File: src/rtl/writeback_queue.sv
// Four-entry register-file writeback queue with in-order draining and
// newest-wins forwarding of pending writes to two register-read lookups.
module writeback_queue #(
  parameter int N     = 32,
  parameter int DEPTH = 4
) (
  input  logic         clk,
  input  logic         reset,
  input  logic         Wr_Valid_i,
  input  logic [4:0]   Wr_Register_i,
  input  logic [N-1:0] Wr_Data_i,
  output logic         Wr_Ready_o,
  input  logic         Drain_Stall_i,
  output logic         Reg_Write_o,
  output logic [4:0]   Write_Register_o,
  output logic [N-1:0] Write_Data_o,
  input  logic [4:0]   Lookup_Register_1_i,
  input  logic [4:0]   Lookup_Register_2_i,
  output logic         Fwd_Hit_1_o,
  output logic         Fwd_Hit_2_o,
  output logic [N-1:0] Fwd_Data_1_o,
  output logic [N-1:0] Fwd_Data_2_o,
  output logic [2:0]   Count_o
);

  localparam int PTR_W = 2;
  localparam int CNT_W = 3;
  localparam int NPORT = 2;

  logic [4:0]       r_reg  [DEPTH];
  logic [N-1:0]     r_data [DEPTH];
  logic [PTR_W-1:0] r_head;
  logic [PTR_W-1:0] r_tail;
  logic [CNT_W-1:0] r_count;

  logic             w_empty;
  logic             w_ready;
  logic             w_push;
  logic             w_pop;
  logic [4:0]       w_lookup [NPORT];

  assign w_empty = (r_count == '0);
  // Full queue refuses writes even when the head drains this same cycle.
  assign w_ready = (r_count < CNT_W'(DEPTH));
  assign w_pop   = !w_empty && !Drain_Stall_i;
  // Writes to register 0 complete the handshake but are dropped.
  assign w_push  = Wr_Valid_i && w_ready && (Wr_Register_i != 5'd0);

  always_ff @(posedge clk) begin
    if (!reset) begin
      r_head  <= '0;
      r_tail  <= '0;
      r_count <= '0;
      for (int i = 0; i < DEPTH; i++) begin
        r_reg[i]  <= '0;
        r_data[i] <= '0;
      end
    end else begin
      if (w_push) begin
        r_reg[r_tail]  <= Wr_Register_i;
        r_data[r_tail] <= Wr_Data_i;
        r_tail         <= r_tail + 1'b1;
      end
      if (w_pop) begin
        r_head <= r_head + 1'b1;
      end
      case ({w_push, w_pop})
        2'b10:   r_count <= r_count + 1'b1;
        2'b01:   r_count <= r_count - 1'b1;
        default: r_count <= r_count;
      endcase
    end
  end

  assign Wr_Ready_o       = w_ready;
  assign Reg_Write_o      = w_pop;
  assign Write_Register_o = w_empty ? 5'd0 : r_reg[r_head];
  assign Write_Data_o     = w_empty ? '0   : r_data[r_head];
  assign Count_o          = r_count;

  assign w_lookup[0] = Lookup_Register_1_i;
  assign w_lookup[1] = Lookup_Register_2_i;

  // Scan oldest to newest so the last match (closest to tail) wins.
  // The head stays visible even while it is popped this cycle.
  genvar gi;
  generate
    for (gi = 0; gi < NPORT; gi++) begin : g_fwd
      logic         w_hit;
      logic [N-1:0] w_fwd;

      always_comb begin
        w_hit = 1'b0;
        w_fwd = '0;
        for (int k = 0; k < DEPTH; k++) begin
          if ((CNT_W'(k) < r_count) && (w_lookup[gi] != 5'd0) &&
              (r_reg[r_head + PTR_W'(k)] == w_lookup[gi])) begin
            w_hit = 1'b1;
            w_fwd = r_data[r_head + PTR_W'(k)];
          end
        end
      end
    end
  endgenerate

  assign Fwd_Hit_1_o  = g_fwd[0].w_hit;
  assign Fwd_Data_1_o = g_fwd[0].w_fwd;
  assign Fwd_Hit_2_o  = g_fwd[1].w_hit;
  assign Fwd_Data_2_o = g_fwd[1].w_fwd;

endmodule
File: config.mk
export PLATFORM = sky130hd
export DESIGN_NAME = writeback_queue
export DESIGN_NICKNAME = d
export VERILOG_FILES = /design/src/rtl/writeback_queue.sv
export SDC_FILE = /design/constraint.sdc
export NUM_CORES = 1
export LEC_CHECK = 0
export CORE_MARGIN = 1.5
export CORE_UTILIZATION = 45
export CTS_BUF_LIST = sky130_fd_sc_hd__clkbuf_2 sky130_fd_sc_hd__clkbuf_4 sky130_fd_sc_hd__clkbuf_8
export CTS_CLUSTER_SIZE = 24
export DETAILED_ROUTE_END_ITERATION = 8
export PLACE_DENSITY = 0.73
export SLEW_MARGIN = 25
export SYNTH_ARGS = -nofsm -noshare
export SYNTH_HDL_FRONTEND = slang
export SYNTH_SLANG_ARGS = --single-unit
File: constraint.sdc
create_clock -name clk -period 6 [get_ports clk]
set_clock_uncertainty 0.15 [all_clocks]
set_input_delay 1.2 -clock clk [delete_from_list [all_inputs] [get_ports clk]]
set_output_delay 1.2 -clock clk [all_outputs]
set_load 0.01 [all_outputs]
==> impl_summary.md <==
Outcome
The flow ran to the end, and the final reports show no timing, DRC or antenna violations.

STA
Of the available clock period, the critical path in the final layout requires 95.3%. The number of hold violations in the final report was 0. The worst pin sits at a relative slew slack of 30.7%. The upper clock frequency limit is 175 MHz.

Setup repair after global routing left no endpoint under its margin. The number of max-slew violations in the final report is 0. The final-layout setup total negative slack is 0 ps.

At the pin with the least slew margin, the transition time is 1040 ps. The worst path needs 5720 ps of the cycle, external delays included. The number of setup violations in the final report is 0. The worst hold margin is 421 ps.

Clock tree
CTS placed an instance of clkbuf_8 at the clock tree root. CTS built an H-tree with a depth of 4. The maximum count of clock buffers along a single path is 2.

The CTS tree is built. The TritonCTS buffer count is 17. For this design, the sink count on the clock tree is 157. For the worst-skew pair, the clock arrives at the later sink with an insertion delay of 460 ps. For this design, the CTS-stage hold fixing added 0 buffers. Clock-pin slew was measured on the worst setup and hold paths at 90 ps.

Global routing
The total overflow left after global routing is 0. The first global-routing pass estimated 58.5 mm of wire. The initial antenna violation count is 0. The number of global-route vias before repair was 10.1k. The maximum number of pins on one net before global-route repair is 49. Global routing consumed, over all layers together, 27.2% of the routing resources.

Final layout
From synthesis to final layout, the design area changed by 19.8%. After the last flow step, the layout net total stands at 1,248. In the layout the commonest cells are clkdlybuf4s50_1 (158), edfxtp_1 (148), mux4_2 (144), nor2_1 (109), and2_1 (84). The area of all placed cells without fillers is 14,800 um2. The number of flip-flops under the largest register name is 128. The antenna diode count is 0.

The number of filler cells placed in the layout is 2,272. The fraction of final layout cells sized beyond drive strength 1 is 23.2%. The number of standard cells in the final layout excluding fillers is 1,546.

The most common cell after layout, fill and taps aside is clkdlybuf4s50_1.

Placed design
The post-placement cell area is 14,400 um2. The detailed placer's ending HPWL is 25.2 mm. Routability-driven placement finished with a final weighted congestion of 0.993. In this run the tool buffered the top-level ports with 158 buffer cells.

Including well taps, the total number of placed cells is 1,514.

Setup path
The most critical setup path has its startpoint at Lookup_Register_2_i[4]. The kind of critical path is in -> out. In this run the critical register-to-register path is captured at r_data[0][16]$_SDFFCE_PN0P_. Data on the critical path is required at its endpoint by 4650 ps. The critical path capture point type is an output pin.

The setup slack of the most critical reg-to-reg path is 2890 ps. At the worst endpoint, the arrival time is 4370 ps. The sort of element at the start of the critical path is a primary input.

The startpoint identified for the worst register-to-register timing path is Count_o[2]$_SDFFE_PN0P_. The maximum net fanout on the critical path is 12. For the worst flop-to-flop path, the logic depth is 6.

Synthesis
The sequential fraction of the synthesis area is 37.5%. The number of enable-type register cells in the synthesized netlist is 148. The most used flip-flop cell after synthesis is edfxtp_1. The total of flip-flops plus latches after synthesis is 157. Each instance of the synthesized netlist takes up on average 11.5 um2.

The number of nets in the synthesized netlist is 1,129. In this run, distinct cell masters in the synthesized netlist total 51. The cell count after synthesis is 1,073. The async set-or-reset flop fraction in the synthesized netlist is 0%. The count of warnings emitted by yosys is 0.

The cell area after synthesis is 12,300 um2.

Power
The cell area power density is 318 nW/um2. The highest ir drop seen on vdd is 0.133 mV. The leakage power is 0.00498 uW.

Hold path
Counting instances, the worst hold path has a depth of 2. The end of the worst hold path is Count_o[2]$_SDFFE_PN0P_. The worst min-delay path category is reg -> reg. The origin of the worst min-delay path is Count_o[2]$_SDFFE_PN0P_.

Die
The die is 169 um wide. After floorplanning, the core was sized to cover 27,000 um2. The vertical die dimension is 169 um. Once the floorplan was initialized, standard cells occupied 45.8% of the core. The floorplan row count is 60.

159 I/O pins were placed. The die area is 28,400 um2.

Routing
The violation count after the first detailed-route iteration is 1,119. After detailed routing, the average wire length per cell comes to 24.8 um. The final route contains 10.3k vias. Summed over all layers, the routed wires come to 38.4 mm. The total iterations of the first detailed-routing run is 7. The number of nets with antenna violations after detailed routing is 0. In the routed design, unresolved DRC markers number 0. The via density per instance is 6.64.

Flow run
The number of maximum-capacitance violations is 0.
final cells by class:
cell class,instances,area [um2],share of cell area (%)
Multi-Input combinational cell,731,7010,47.4
Sequential cell,157,4630,31.3
Timing Repair Buffer,207,2050,13.9
Tap cell,341,427,2.89
Inverter,78,293,1.98
Clock buffer,20,256,1.73
Clock inverter,12,113,0.762
worst max-delay path, cell delays in order:
cell             delay [ps]
clkdlybuf4s50_1         550
nor4_1                  580
a22oi_1                 170
and2_1                  270
a211oi_4                360
buf_4                   280
a221oi_1                100
o22ai_1                 260
clkdlybuf4s50_1         590
kinds of logic (layout without fill, tap and decap cells):
group	count (synthesis)	in the layout	synth area share, %
flip-flops	157	157	37.5
adder cells (fa/ha/maj)	5	5	0.507
AO/OA/AOI/OAI	185	185	10.3
buffers and inverters	185	317	6.38
multiplexers	154	154	27.1
AND/OR/NAND/NOR	345	345	15.3
XOR/XNOR	42	42	2.98
stage by stage:
step                      worst slack (ps)  power, uW  util (%)
after floorplan                       1180       3150         -
after global placement                 301       3930      53.5
after detailed placement               200       3960      53.5
after CTS                              169       4710      54.9
after global routing                   130       4940      54.9
final                                  282       4710      54.9
Yosys cell counts, types with 3 or more instances:
cell	number	area share, %
nand4_1	6	0.30
nand2_1	56	1.7
nor4_1	3	0.15
nor3b_1	30	1.8
a31oi_1	32	1.6
a21oi_1	3	0.12
nor3_1	9	0.36
dfxtp_1	9	1.5
or4_1	3	0.18
o21ai_1	4	0.16
edfxtp_1	148	36
mux2i_1	7	0.57
a221oi_1	31	2.2
buf_6	5	0.46
buf_2	39	1.6
mux2_2	3	0.27
buf_1	4	0.12
clkbuf_1	57	1.7
xor2_1	11	0.78
inv_1	77	2.3
xnor2_1	31	2.2
nor3_2	28	2.3
nand3_1	4	0.16
o22ai_1	30	1.5
ha_1	5	0.51
o21ai_0	39	1.6
mux4_2	144	26
a211oi_1	32	1.9
nor2_1	111	3.4
and2_1	86	4.4
power breakdown:
part | internal (uW) | total (uW) | switching, uW
logic | 1190 | 2410 | 1210
registers | 1340 | 1550 | 211
clock network | 345 | 754 | 409
total | 2880 | 4710 | 1830
layer usage:
layer	global-route usage, %	vias up	part of all wire [%]
met5	0	-	0
met4	12.6	0	3.3
met3	5.45	102	11
met2	44.8	723	49
met1	35.0	5082	37
li1	-	4360	-
how the worst max path moves through the flow:
| stage | endpoint | cells after the start |
|---|---|---|
| final | Fwd_Data_2_o[21] | 9 |
| after global routing | Fwd_Data_1_o[16] | 9 |
| after CTS | Fwd_Data_1_o[20] | 9 |
| after detailed placement | Fwd_Data_1_o[20] | 9 |
| after global placement | Fwd_Data_1_o[31] | 9 |
| after floorplan | r_data[1][0]$_SDFFCE_PN0P_ | 4 |
repair_timing:
item	4_1_cts	5_1_grt
gates resized for setup	0	1
setup buffers	0	0
setup endpoints to repair	0	1
Power figures use the tool's default switching activity.
